## src/rtl/cgra_pkg.sv

```systemverilog
// Shared constants for the CGRA run sequencer, Inst_Mem and the PE/PEIO tiles.
// Defaults here must agree with the instruction memory and tile builds.
package cgra_pkg;

    localparam int DEF_INST_AWIDTH  = 10;
    localparam int DEF_ITER_WIDTH   = 16;
    localparam int DEF_DRAIN_CYCLES = 6;

    typedef enum logic [2:0] {
        ST_IDLE  = 3'd0,
        ST_CLR   = 3'd1,
        ST_RUN   = 3'd2,
        ST_DRAIN = 3'd3,
        ST_DONE  = 3'd4
    } run_state_e;

endpackage

```

## src/rtl/cgra_loop_cnt.sv

```systemverilog
// Instruction and iteration counters for one CGRA run, with terminal-count flags
// and a one-cycle look-ahead of the iteration boundary for the registered Inst_Clr.
module cgra_loop_cnt
    import cgra_pkg::*;
#(
    parameter int INST_AWIDTH = DEF_INST_AWIDTH,
    parameter int ITER_WIDTH  = DEF_ITER_WIDTH
) (
    input  logic                  Clk,
    input  logic                  Resetn,
    input  logic                  load,
    input  logic                  step,
    input  logic [INST_AWIDTH:0]  inst_num,
    input  logic [ITER_WIDTH-1:0] iter_num,
    output logic [ITER_WIDTH-1:0] iter_cnt,
    output logic                  inst_last,
    output logic                  iter_last,
    output logic                  bound_next
);

    localparam logic [INST_AWIDTH:0] INST_ONE = (INST_AWIDTH + 1)'(1);
    localparam logic [ITER_WIDTH:0]  ITER_ONE = (ITER_WIDTH + 1)'(1);

    logic [INST_AWIDTH:0]  inst_num_q;
    logic [INST_AWIDTH:0]  inst_cnt_q;
    logic [INST_AWIDTH:0]  inst_cnt_d;
    logic [ITER_WIDTH-1:0] iter_num_q;
    logic [ITER_WIDTH-1:0] iter_cnt_q;
    logic [ITER_WIDTH-1:0] iter_cnt_d;

    // One extra bit on the iteration compare so Iter_Num = max does not wrap.
    always_comb begin
        inst_last = (inst_cnt_q == (inst_num_q - INST_ONE));
        iter_last = (({1'b0, iter_cnt_q} + ITER_ONE) >= {1'b0, iter_num_q});

        inst_cnt_d = inst_cnt_q;
        iter_cnt_d = iter_cnt_q;
        if (load) begin
            inst_cnt_d = '0;
            iter_cnt_d = '0;
        end else if (step) begin
            if (inst_last) begin
                inst_cnt_d = '0;
                if (!iter_last) begin
                    iter_cnt_d = iter_cnt_q + ITER_WIDTH'(1);
                end
            end else begin
                inst_cnt_d = inst_cnt_q + INST_ONE;
            end
        end

        bound_next = (inst_cnt_d == (inst_num_q - INST_ONE)) &&
                     (({1'b0, iter_cnt_d} + ITER_ONE) < {1'b0, iter_num_q});
    end

    always_ff @(posedge Clk or negedge Resetn) begin
        if (!Resetn) begin
            inst_num_q <= '0;
            iter_num_q <= '0;
            inst_cnt_q <= '0;
            iter_cnt_q <= '0;
        end else begin
            inst_cnt_q <= inst_cnt_d;
            iter_cnt_q <= iter_cnt_d;
            if (load) begin
                inst_num_q <= inst_num;
                iter_num_q <= iter_num;
            end
        end
    end

    assign iter_cnt = iter_cnt_q;

endmodule

```

## src/rtl/cgra_run_ctrl.sv

```systemverilog
// Run sequencer for the 4x4 CGRA: gates CGRA_Ena for Inst_Num*Iter_Num cycles,
// clears PCs between iterations and holds IO-buffer ownership through the drain.
//
// state    | meaning
// ---------+-------------------------------------------------------------
// ST_IDLE  | waiting for Start; host owns IO buffers
// ST_CLR   | one-cycle PC clear before the first iteration
// ST_RUN   | array enabled; PCs cleared on each non-final iteration boundary
// ST_DRAIN | array stopped, pipeline stores still landing in IO buffers
// ST_DONE  | one-cycle Done pulse, buffers handed back to host
module cgra_run_ctrl
    import cgra_pkg::*;
#(
    parameter int INST_AWIDTH  = DEF_INST_AWIDTH,
    parameter int ITER_WIDTH   = DEF_ITER_WIDTH,
    parameter int DRAIN_CYCLES = DEF_DRAIN_CYCLES
) (
    input  logic                  Clk,
    input  logic                  Resetn,
    input  logic                  Start,
    input  logic                  Abort,
    input  logic [INST_AWIDTH:0]  Inst_Num,
    input  logic [ITER_WIDTH-1:0] Iter_Num,
    output logic                  CGRA_Ena,
    output logic                  Inst_Clr,
    output logic                  Buf_Own,
    output logic                  Busy,
    output logic                  Done,
    output logic                  Aborted,
    output logic [ITER_WIDTH-1:0] Iter_Cnt
);

    localparam int DRAIN_CW = $clog2(DRAIN_CYCLES + 1);
    localparam logic [DRAIN_CW-1:0] DRAIN_LOAD = DRAIN_CW'(DRAIN_CYCLES - 1);

    run_state_e state_q;
    run_state_e state_d;

    logic                cnt_load;
    logic                cnt_step;
    logic                inst_last;
    logic                iter_last;
    logic                bound_next;
    logic [DRAIN_CW-1:0] drain_q;
    logic [DRAIN_CW-1:0] drain_d;

    logic ena_d;
    logic clr_d;
    logic own_d;
    logic busy_d;
    logic done_d;
    logic aborted_d;

    cgra_loop_cnt #(
        .INST_AWIDTH (INST_AWIDTH),
        .ITER_WIDTH  (ITER_WIDTH)
    ) u_loop_cnt (
        .Clk        (Clk),
        .Resetn     (Resetn),
        .load       (cnt_load),
        .step       (cnt_step),
        .inst_num   (Inst_Num),
        .iter_num   (Iter_Num),
        .iter_cnt   (Iter_Cnt),
        .inst_last  (inst_last),
        .iter_last  (iter_last),
        .bound_next (bound_next)
    );

    always_comb begin
        state_d   = state_q;
        cnt_load  = 1'b0;
        cnt_step  = 1'b0;
        drain_d   = drain_q;
        aborted_d = 1'b0;

        case (state_q)
            ST_IDLE: begin
                if (Start && !Abort) begin
                    cnt_load = 1'b1;
                    if ((Inst_Num == '0) || (Iter_Num == '0)) begin
                        state_d = ST_DONE;
                    end else begin
                        state_d = ST_CLR;
                    end
                end
            end
            ST_CLR: begin
                state_d = ST_RUN;
            end
            ST_RUN: begin
                cnt_step = 1'b1;
                if (inst_last && iter_last) begin
                    state_d = ST_DRAIN;
                    drain_d = DRAIN_LOAD;
                end
            end
            ST_DRAIN: begin
                if (drain_q == '0) begin
                    state_d = ST_DONE;
                end else begin
                    drain_d = drain_q - DRAIN_CW'(1);
                end
            end
            ST_DONE: begin
                state_d = ST_IDLE;
            end
            default: begin
                state_d = ST_IDLE;
            end
        endcase

        // Done is already on the wire in ST_DONE, so an abort there is silent.
        if (Abort && (state_q != ST_IDLE)) begin
            state_d   = ST_IDLE;
            cnt_step  = 1'b0;
            aborted_d = (state_q != ST_DONE);
        end

        // Outputs are registered, so they are decoded from the next state.
        ena_d  = (state_d == ST_RUN);
        own_d  = (state_d == ST_CLR) || (state_d == ST_RUN) || (state_d == ST_DRAIN);
        busy_d = (state_d != ST_IDLE);
        done_d = (state_d == ST_DONE);
        clr_d  = (state_d == ST_CLR) || ((state_d == ST_RUN) && bound_next);
    end

    always_ff @(posedge Clk or negedge Resetn) begin
        if (!Resetn) begin
            state_q  <= ST_IDLE;
            drain_q  <= '0;
            CGRA_Ena <= 1'b0;
            Inst_Clr <= 1'b0;
            Buf_Own  <= 1'b0;
            Busy     <= 1'b0;
            Done     <= 1'b0;
            Aborted  <= 1'b0;
        end else begin
            state_q  <= state_d;
            drain_q  <= drain_d;
            CGRA_Ena <= ena_d;
            Inst_Clr <= clr_d;
            Buf_Own  <= own_d;
            Busy     <= busy_d;
            Done     <= done_d;
            Aborted  <= aborted_d;
        end
    end

endmodule

```

## config.mk

```make
export PLATFORM = sky130hd
export DESIGN_NAME = cgra_run_ctrl
export DESIGN_NICKNAME = d
export VERILOG_FILES = /design/src/rtl/cgra_pkg.sv /design/src/rtl/cgra_loop_cnt.sv /design/src/rtl/cgra_run_ctrl.sv
export SDC_FILE = /design/constraint.sdc
export NUM_CORES = 1
export LEC_CHECK = 0
export BUFFER_PORTS_ARGS = -buffer_cell sky130_fd_sc_hd__buf_2
export CAP_MARGIN = 20
export CORE_UTILIZATION = 60
export CTS_BUF_LIST = sky130_fd_sc_hd__clkbuf_2 sky130_fd_sc_hd__clkbuf_4 sky130_fd_sc_hd__clkbuf_8
export CTS_CLUSTER_DIAMETER = 80
export DETAILED_ROUTE_END_ITERATION = 7
export PLACE_DENSITY = 0.81
export SLEW_MARGIN = 20
export SYNTH_ARGS = -nofsm -noshare
export SYNTH_HDL_FRONTEND = slang
export SYNTH_SLANG_ARGS = --single-unit
```

## constraint.sdc

```tcl
create_clock -name Clk -period 7.5 [get_ports Clk]
set_clock_uncertainty 0.15 [all_clocks]
set_input_delay 0.75 -clock Clk [delete_from_list [all_inputs] [get_ports Clk]]
set_output_delay 0.75 -clock Clk [all_outputs]
set_load 0.005 [all_outputs]
```

Word-level counts from Yosys, hierarchy flattened --
Index checks and enable logic that the tools add are counted.
Storage, ports and cells: bits in registers 66, word-level logic and storage cells 71, output and inout port bits 22, bits of input ports 31
Cells by class: add/subtract/negate cells 6, reductions and logical operators 18, eq/ne operators 12, multiplexer cells 21, order comparisons 2
Operators with widths (number):
- 2-to-1 mux 16 bit | 4
- adder 16 x 1 -> 17 bit (second input constant) | 2
- 2-to-1 mux 11 bit | 3
- equality test 11 bit | 2
- 2-to-1 mux 3 bit | 7
- >= comparator 17 x 16 -> 1 bit | 1
- < comparator 17 x 16 -> 1 bit | 1
- adder 16 x 1 -> 16 bit (second input constant) | 1
- logical NOT 16 bit | 1
- equality test 3 x 2 -> 1 bit (second input constant) | 4
- one-hot mux 3 bit (4 select lines) | 1
- adder 11 x 1 -> 11 bit (second input constant) | 1
- logical NOT 11 bit | 1
- subtractor 11 x 1 -> 11 bit (second input constant) | 1
- equality test 3 x 1 -> 1 bit (second input constant) | 2
- logical NOT 3 bit | 2
- one-hot mux 3 bit (2 select lines) | 1
- nonzero test 3 bit | 2
- logical AND 1 bit | 5
- 2-to-1 mux 1 bit | 5
- logical OR 1 bit | 4
- != test 2 bit (second input constant) | 2
- equality test 3 bit (second input constant) | 1
- != test 3 bit (second input constant) | 1
- 4 further kinds | 4

Logic depth before layout (Yosys ltp) --
word-level depth 11, depth in mapped cells 35, depth with buffers taken out 33

Hierarchy --
From an unflattened synthesis, not the netlist that was laid out.
Second synthesis, totals: cells, all modules 590, area total of the unflattened synthesis 5221.3 um^2
By module, submodules not included:
- cgra_loop_cnt | instances 1, area an instance 4590.7 um^2, cells each 529, sequential area each 1351.3 um^2
- cgra_run_ctrl | instances 1, area an instance 630.6 um^2, cells each 61, sequential area each 300.3 um^2

Worst setup path before layout --
No wires, ideal clock.
path kind register -> register, from register u_loop_cnt.iter_cnt_q[0] (netlist: u_loop_cnt.iter_cnt[0]), to register Inst_Clr, period minus slack after synthesis 6.401 ns, buffers on the path 1, stages on the path, launching flop included 34, data arrival time 6.175 ns, setup time 0.076 ns, slack 1.099 ns, data required time 7.274 ns, cell sequence dfrtp_1 -> ha_1 -> nand3_1 -> nor3_1 -> nand4_1 -> nor2_1 -> xnor2_1 -> inv_1 -> ha_1 -> nand4_1 -> nor4_1 -> o21ai_0 -> and4_1 -> and2_1 -> clkbuf_1 -> nand2_2 -> nand2_1 -> a21oi_1 -> ha_1 -> nand3_1 -> a2111o_1 -> nand2_1 -> o21a_1 -> nand3_1 -> xnor2_1 -> ha_1 -> a21oi_1 -> o221ai_1 -> a221oi_1 -> nand3_1 -> a2111oi_0 -> o2111a_1 -> nand4_1 -> o21ai_1
Between the ends: word-level cells in the longest chain between the ends 11, elaborated cells on any way between the ends 18, classes of those cells add/sub (3); order compare (2); eq/ne (2); mux (7); reduce/logical (4)
Ends and longest elaborated chain:
- start, declared | RTL line cgra_loop_cnt.sv:28 | logic [ITER_WIDTH-1:0] iter_cnt_q;
- start signal, assigned | RTL line cgra_loop_cnt.sv:64 | iter_cnt_q <= iter_cnt_d;
- adder 16 x 1 -> 17 bit | RTL line cgra_loop_cnt.sv:34 | iter_last = (({1'b0, iter_cnt_q} + ITER_ONE) >= {1'b0, iter_num_q});
- >= comparator 17 x 16 -> 1 bit | RTL line cgra_loop_cnt.sv:34
- 2-to-1 mux 16 bit * | RTL line cgra_loop_cnt.sv:44 | if (!iter_last) begin
- 2-to-1 mux 16 bit * | RTL line cgra_loop_cnt.sv:42 | if (inst_last) begin
- 2-to-1 mux 16 bit * | RTL line cgra_loop_cnt.sv:41 | end else if (step) begin
- 2-to-1 mux 16 bit * | RTL line cgra_loop_cnt.sv:38 | if (load) begin
- named net u_loop_cnt.iter_cnt_d[1] | RTL line cgra_loop_cnt.sv:29 | logic [ITER_WIDTH-1:0] iter_cnt_d;
- adder 16 x 1 -> 17 bit * | RTL line cgra_loop_cnt.sv:53 | (({1'b0, iter_cnt_d} + ITER_ONE) < {1'b0, iter_num_q});
- < comparator 17 x 16 -> 1 bit * | RTL line cgra_loop_cnt.sv:53
- logical AND 1 bit * | RTL line cgra_loop_cnt.sv:52 | bound_next = (inst_cnt_d == (inst_num_q - INST_ONE)) &&
- logical AND 1 bit * | RTL line cgra_run_ctrl.sv:125 | clr_d = (state_d == ST_CLR) || ((state_d == ST_RUN) && bound_next);
- logical OR 1 bit * | RTL line cgra_run_ctrl.sv:125
- named net clr_d | RTL line cgra_run_ctrl.sv:48 | logic clr_d;
- end signal, assigned | RTL line cgra_run_ctrl.sv:142 | Inst_Clr <= clr_d;
- end, declared | RTL line cgra_run_ctrl.sv:25 | output logic Inst_Clr,
The timed path passes the listed nets; every way through them passes the cells marked *. A chain may end at the register's enable or synchronous reset.

Worst setup path after layout --
Ends and elaborated chain as after synthesis.

==> impl_summary.md <==
Status
The flow ran to the end, and the final reports show no timing, DRC or antenna violations.

Power and ir drop
The design draws 1.518 mW. The clock network fraction of total power is about a fifth. In this run the power spent charging and discharging nets is around 650 uW. The leakage dissipation is roughly 2.6 nW. The part of the total power dissipated in sequential elements is around 36%. The net switching fraction of the power is a little over two fifths. The power per cell area is around 270 nW/um2.

The combinational share of power is around 44%. The worst ir drop on vdd is roughly 0.16 mV. Internal power comes to 865.9 uW.

Finish
The finished cells cover 5583 um2. The library cells used most frequently in the layout, excluding fill and tap cells, are sky130_fd_sc_hd__nand2_1, sky130_fd_sc_hd__dfrtp_1, sky130_fd_sc_hd__buf_2. The post-route netlist has between 10% and 20% of its cells at a drive strength greater than 1. The area overhead of the layout relative to synthesis is 10.01%.

The final net count is ~700. The diode insertion count for antenna repair is 0. The commonest non-fill, non-tap cell in the layout is sky130_fd_sc_hd__nand2_1.

Timing
The number of hold violations in the final report is 0. The max-slew headroom at the worst pin is 29.66%. The max-slew violation total from the final report is 0.

The maximum achievable frequency is roughly 0.15 GHz. In the final timing run, aggregate negative setup slack is 0 ps. The worst hold margin is between 300 and 400 ps. The post-route minimum period is slightly below 7000 ps. In the finished design, the share of the clock period the worst path needs comes to around 90%. The actual transition at the worst max-transition pin is 1048 ps. The number of failing setup endpoints in the final timing report is 0. Setup repair after global routing left no endpoint under its margin.

Synthesis
The mean post-synth cell area is roughly 8.5 um2. The proportion of synthesized flip-flops having asynchronous set or reset is between 90% and 100%. The number of distinct library cell variants in the gate-level netlist after synthesis is between 70 and 80. The net count after synthesis is 668.

The post-synthesis instance total is 600. Sequential elements use 32.54% of the synthesized area. The total standard cell area after synthesis is roughly 5100 um2.

The number of enable-type register cells in the synthesized netlist is 0. The post-synthesis sequential element count is 66. For this run, the number of Yosys warnings is 0. The most used flip-flop cell after synthesis is sky130_fd_sc_hd__dfrtp_1.

GRT
The global route total overflow is 0. The overall fraction of global-route tracks in use is roughly 32%. The number of antenna violations at the first check in global routing was 0. The number of global-route vias before repair is about 4400. The maximum number of pins on one net before global-route repair is 67. The wire length of the first global-routing pass is roughly 21 mm.

Worst setup path
The largest individual stage delay along the critical path comes from the cell sky130_fd_sc_hd__dfrtp_2. The data arrival time of the worst path is approximately 7000 ps. The register-to-register setup slack is about 650 ps. The startpoint type of the worst setup path is a flop. The worst register-to-register path ends at Inst_Clr. The data required time of the worst path is ~7600 ps. The kind of critical path is reg2reg.

The kind of end point of the critical path is a flop. The path depth of the worst reg2reg path is 33. Of all nets on the critical path, the largest fanout is 11. The maximum single-stage delay on the critical path is around 440 ps.

The startpoint of the most critical register-to-register path is u_loop_cnt.iter_cnt[0].

CTS
The later-pin clock latency in the skew report is 360 ps. TritonCTS built the clock tree. The tree is rooted in a sky130_fd_sc_hd__clkbuf_8. CTS built an H-tree with a depth of 3. The buffer depth of the longest clock path is 2. Clock tree synthesis inserted a total of 9 buffers. The clock net sink count is 66. After clock tree synthesis, the clock-pin slew on the worst setup and hold paths is approximately 80 ps. Hold repair after CTS inserted 0 buffers.

Hold path
The worst hold path stage count is 2. The min-delay analysis places its worst path in the category reg2reg. The startpoint identified for the worst hold timing path is drain_q[1]. The sink of the worst hold path is drain_q[1].

Detailed routing
After detailed routing, the number of remaining DRC violations is 0. The total via count after detailed routing is between 4000 and 5000. The violation count after the first detailed-route iteration is about 300. In the final routed layout, each cell accounts on average for 17.78 um.

The number of antenna-violating nets in the routed design is 0. The routed design has 13.26 mm of wire. Before antenna repair, the detailed router went through 6 iterations. The detailed-route vias per instance is 6.134.

Floorplanning
The starting density of the core is 61.76%. The die is about 94 um tall. The floorplan die area is a little under 9000 um2.

The standard-cell row count is 33. From left edge to right edge, the die measures approximately 94 um. Pin placement for this block handled 53 I/O pins.

The area of the placeable core is a little over 8000 um2.

Job
Max-cap violations in this run came to 0.

Placed design
Input and output buffers added on the ports amount to 52. The sum of net half-perimeters after detailed placement is approximately 10 mm. The total cell area at the placement stage is about 5300 um2.

The placer's final routability congestion estimate is 0.9140.
state kept, by name (all words and copies together) (netlist names):
| signal | flops |
|---|---|
| Busy | 1 |
| state_q | 3 |
| Inst_Clr | 1 |
| Buf_Own | 1 |
| u_loop_cnt.iter_cnt | 16 |
| u_loop_cnt.inst_num_q | 11 |
| drain_q | 3 |
| u_loop_cnt.iter_num_q | 16 |
| u_loop_cnt.inst_cnt_q | 11 |
| Aborted | 1 |
| CGRA_Ena | 1 |
| Done | 1 |
logic make-up after synthesis:
| kind of cell | synth area share, % |
|---|---|
| AND/OR/NAND/NOR | 27.32 |
| AO/OA/AOI/OAI | 13.54 |
| XOR/XNOR | 11.91 |
| flip-flops | 32.54 |
| buffers and inverters | 4.931 |
| adder cells (fa/ha/maj) | 9.122 |
| multiplexers | 0.6410 |
what timing repair did:
item / in CTS / in global routing
gates resized for setup: 0 / 11
hold endpoints to repair: 0 / 0
endpoints found under the setup margin: 0 / 1
buffers inserted: 0 / 1
cells in the mapped netlist (all sizes together), types with 2 or more instances:
library cell  number  share of area [%]
nand2             88                6.6
dfrtp             66                 33
nor2              48                3.7
ha                37                9.1
xnor2             35                6.0
xor2              34                5.9
inv               29                2.1
o21ai             29                2.9
nand3             26                2.7
clkbuf            22                1.6
a21oi             18                2.0
nand4             16                2.0
nor4              14                2.0
nor3              11                1.4
and3              10                1.2
buf                9                1.2
a21o               8                1.2
nor2b              8               0.99
and2               7               0.86
and4               6                1.0
nor3b              6               0.99
o211ai             6               0.89
o31ai              5               0.84
nor4b              4               0.81
o21a               4               0.59
or3                4               0.49
a211oi             3               0.44
a221oi             3               0.52
a31oi              3               0.37
nand2b             3               0.37
o2111ai            3               0.52
o32ai              3               0.52
or2                3               0.37
or4                3               0.59
a21boi             2               0.30
and4b              2               0.39
mux2               2               0.44
nand3b             2               0.30
o221ai             2               0.35
or4b               2               0.39
power groups by stage:
stage	Combinational [mW]	Clock (mW)	Sequential [mW]
4_1_cts	0.654	0.313	0.545
2_1_floorplan	0.532	0	0.501
6_report	0.661	0.309	0.548
3_3_place_gp	0.631	0	0.546
5_1_grt	0.735	0.331	0.561
3_5_place_dp	0.649	0	0.552
area by class of cell:
cell class                 instances  area [um2]
timing repair buffer              56       290.3
clock buffer                      10       131.4
clock inverter                     6       67.56
sequential                        66        1653
fill                             698        2634
inverter                          29       108.9
tap                              105       131.4
multi-input combinational        474        3201
layer usage:
metal | GRT usage, % | vias to the layer above | part of all wire [%] | wire length (um)
met4 | 17.05 | 0 | 4.1 | 547
met2 | 56.51 | 129 | 51 | 6719
li1 | - | 2189 | - | -
met1 | 37.35 | 2218 | 41 | 5458
met5 | 0 | - | 0 | 0
met3 | 5.097 | 40 | 4.1 | 538
through the flow:
stage	instances	utilization (%)	setup WS [ps]
global placement	729	65.10	759.4
floorplan	600	-	1099
detailed placement	729	65.10	377.9
global route	746	67.95	14.05
finish	746	67.95	649.3
CTS	745	67.52	317.5
worst max-delay path by stage:
stage / from / end / slack [ps] / cells after the start
after global placement: u_loop_cnt.iter_cnt[0] / Inst_Clr / 760 / 34
after CTS: u_loop_cnt.iter_cnt[0] / Inst_Clr / 320 / 33
after global routing: u_loop_cnt.iter_cnt[0] / Inst_Clr / 10 / 33
final: u_loop_cnt.iter_cnt[0] / Inst_Clr / 650 / 33
after floorplan: u_loop_cnt.iter_cnt[0] / Inst_Clr / 1100 / 33
after detailed placement: u_loop_cnt.iter_cnt[0] / Inst_Clr / 380 / 33
critical path, delay by kind of cell (launching register included):
kind            cells  cell delay, ps
xor+xnor            2             400
simple gates       15            2590
buf+inv             2             240
flops               1             440
fa+ha+maj           4            1110
compound gates     10            1850
No activity file was read; power rests on OpenSTA's default activity.
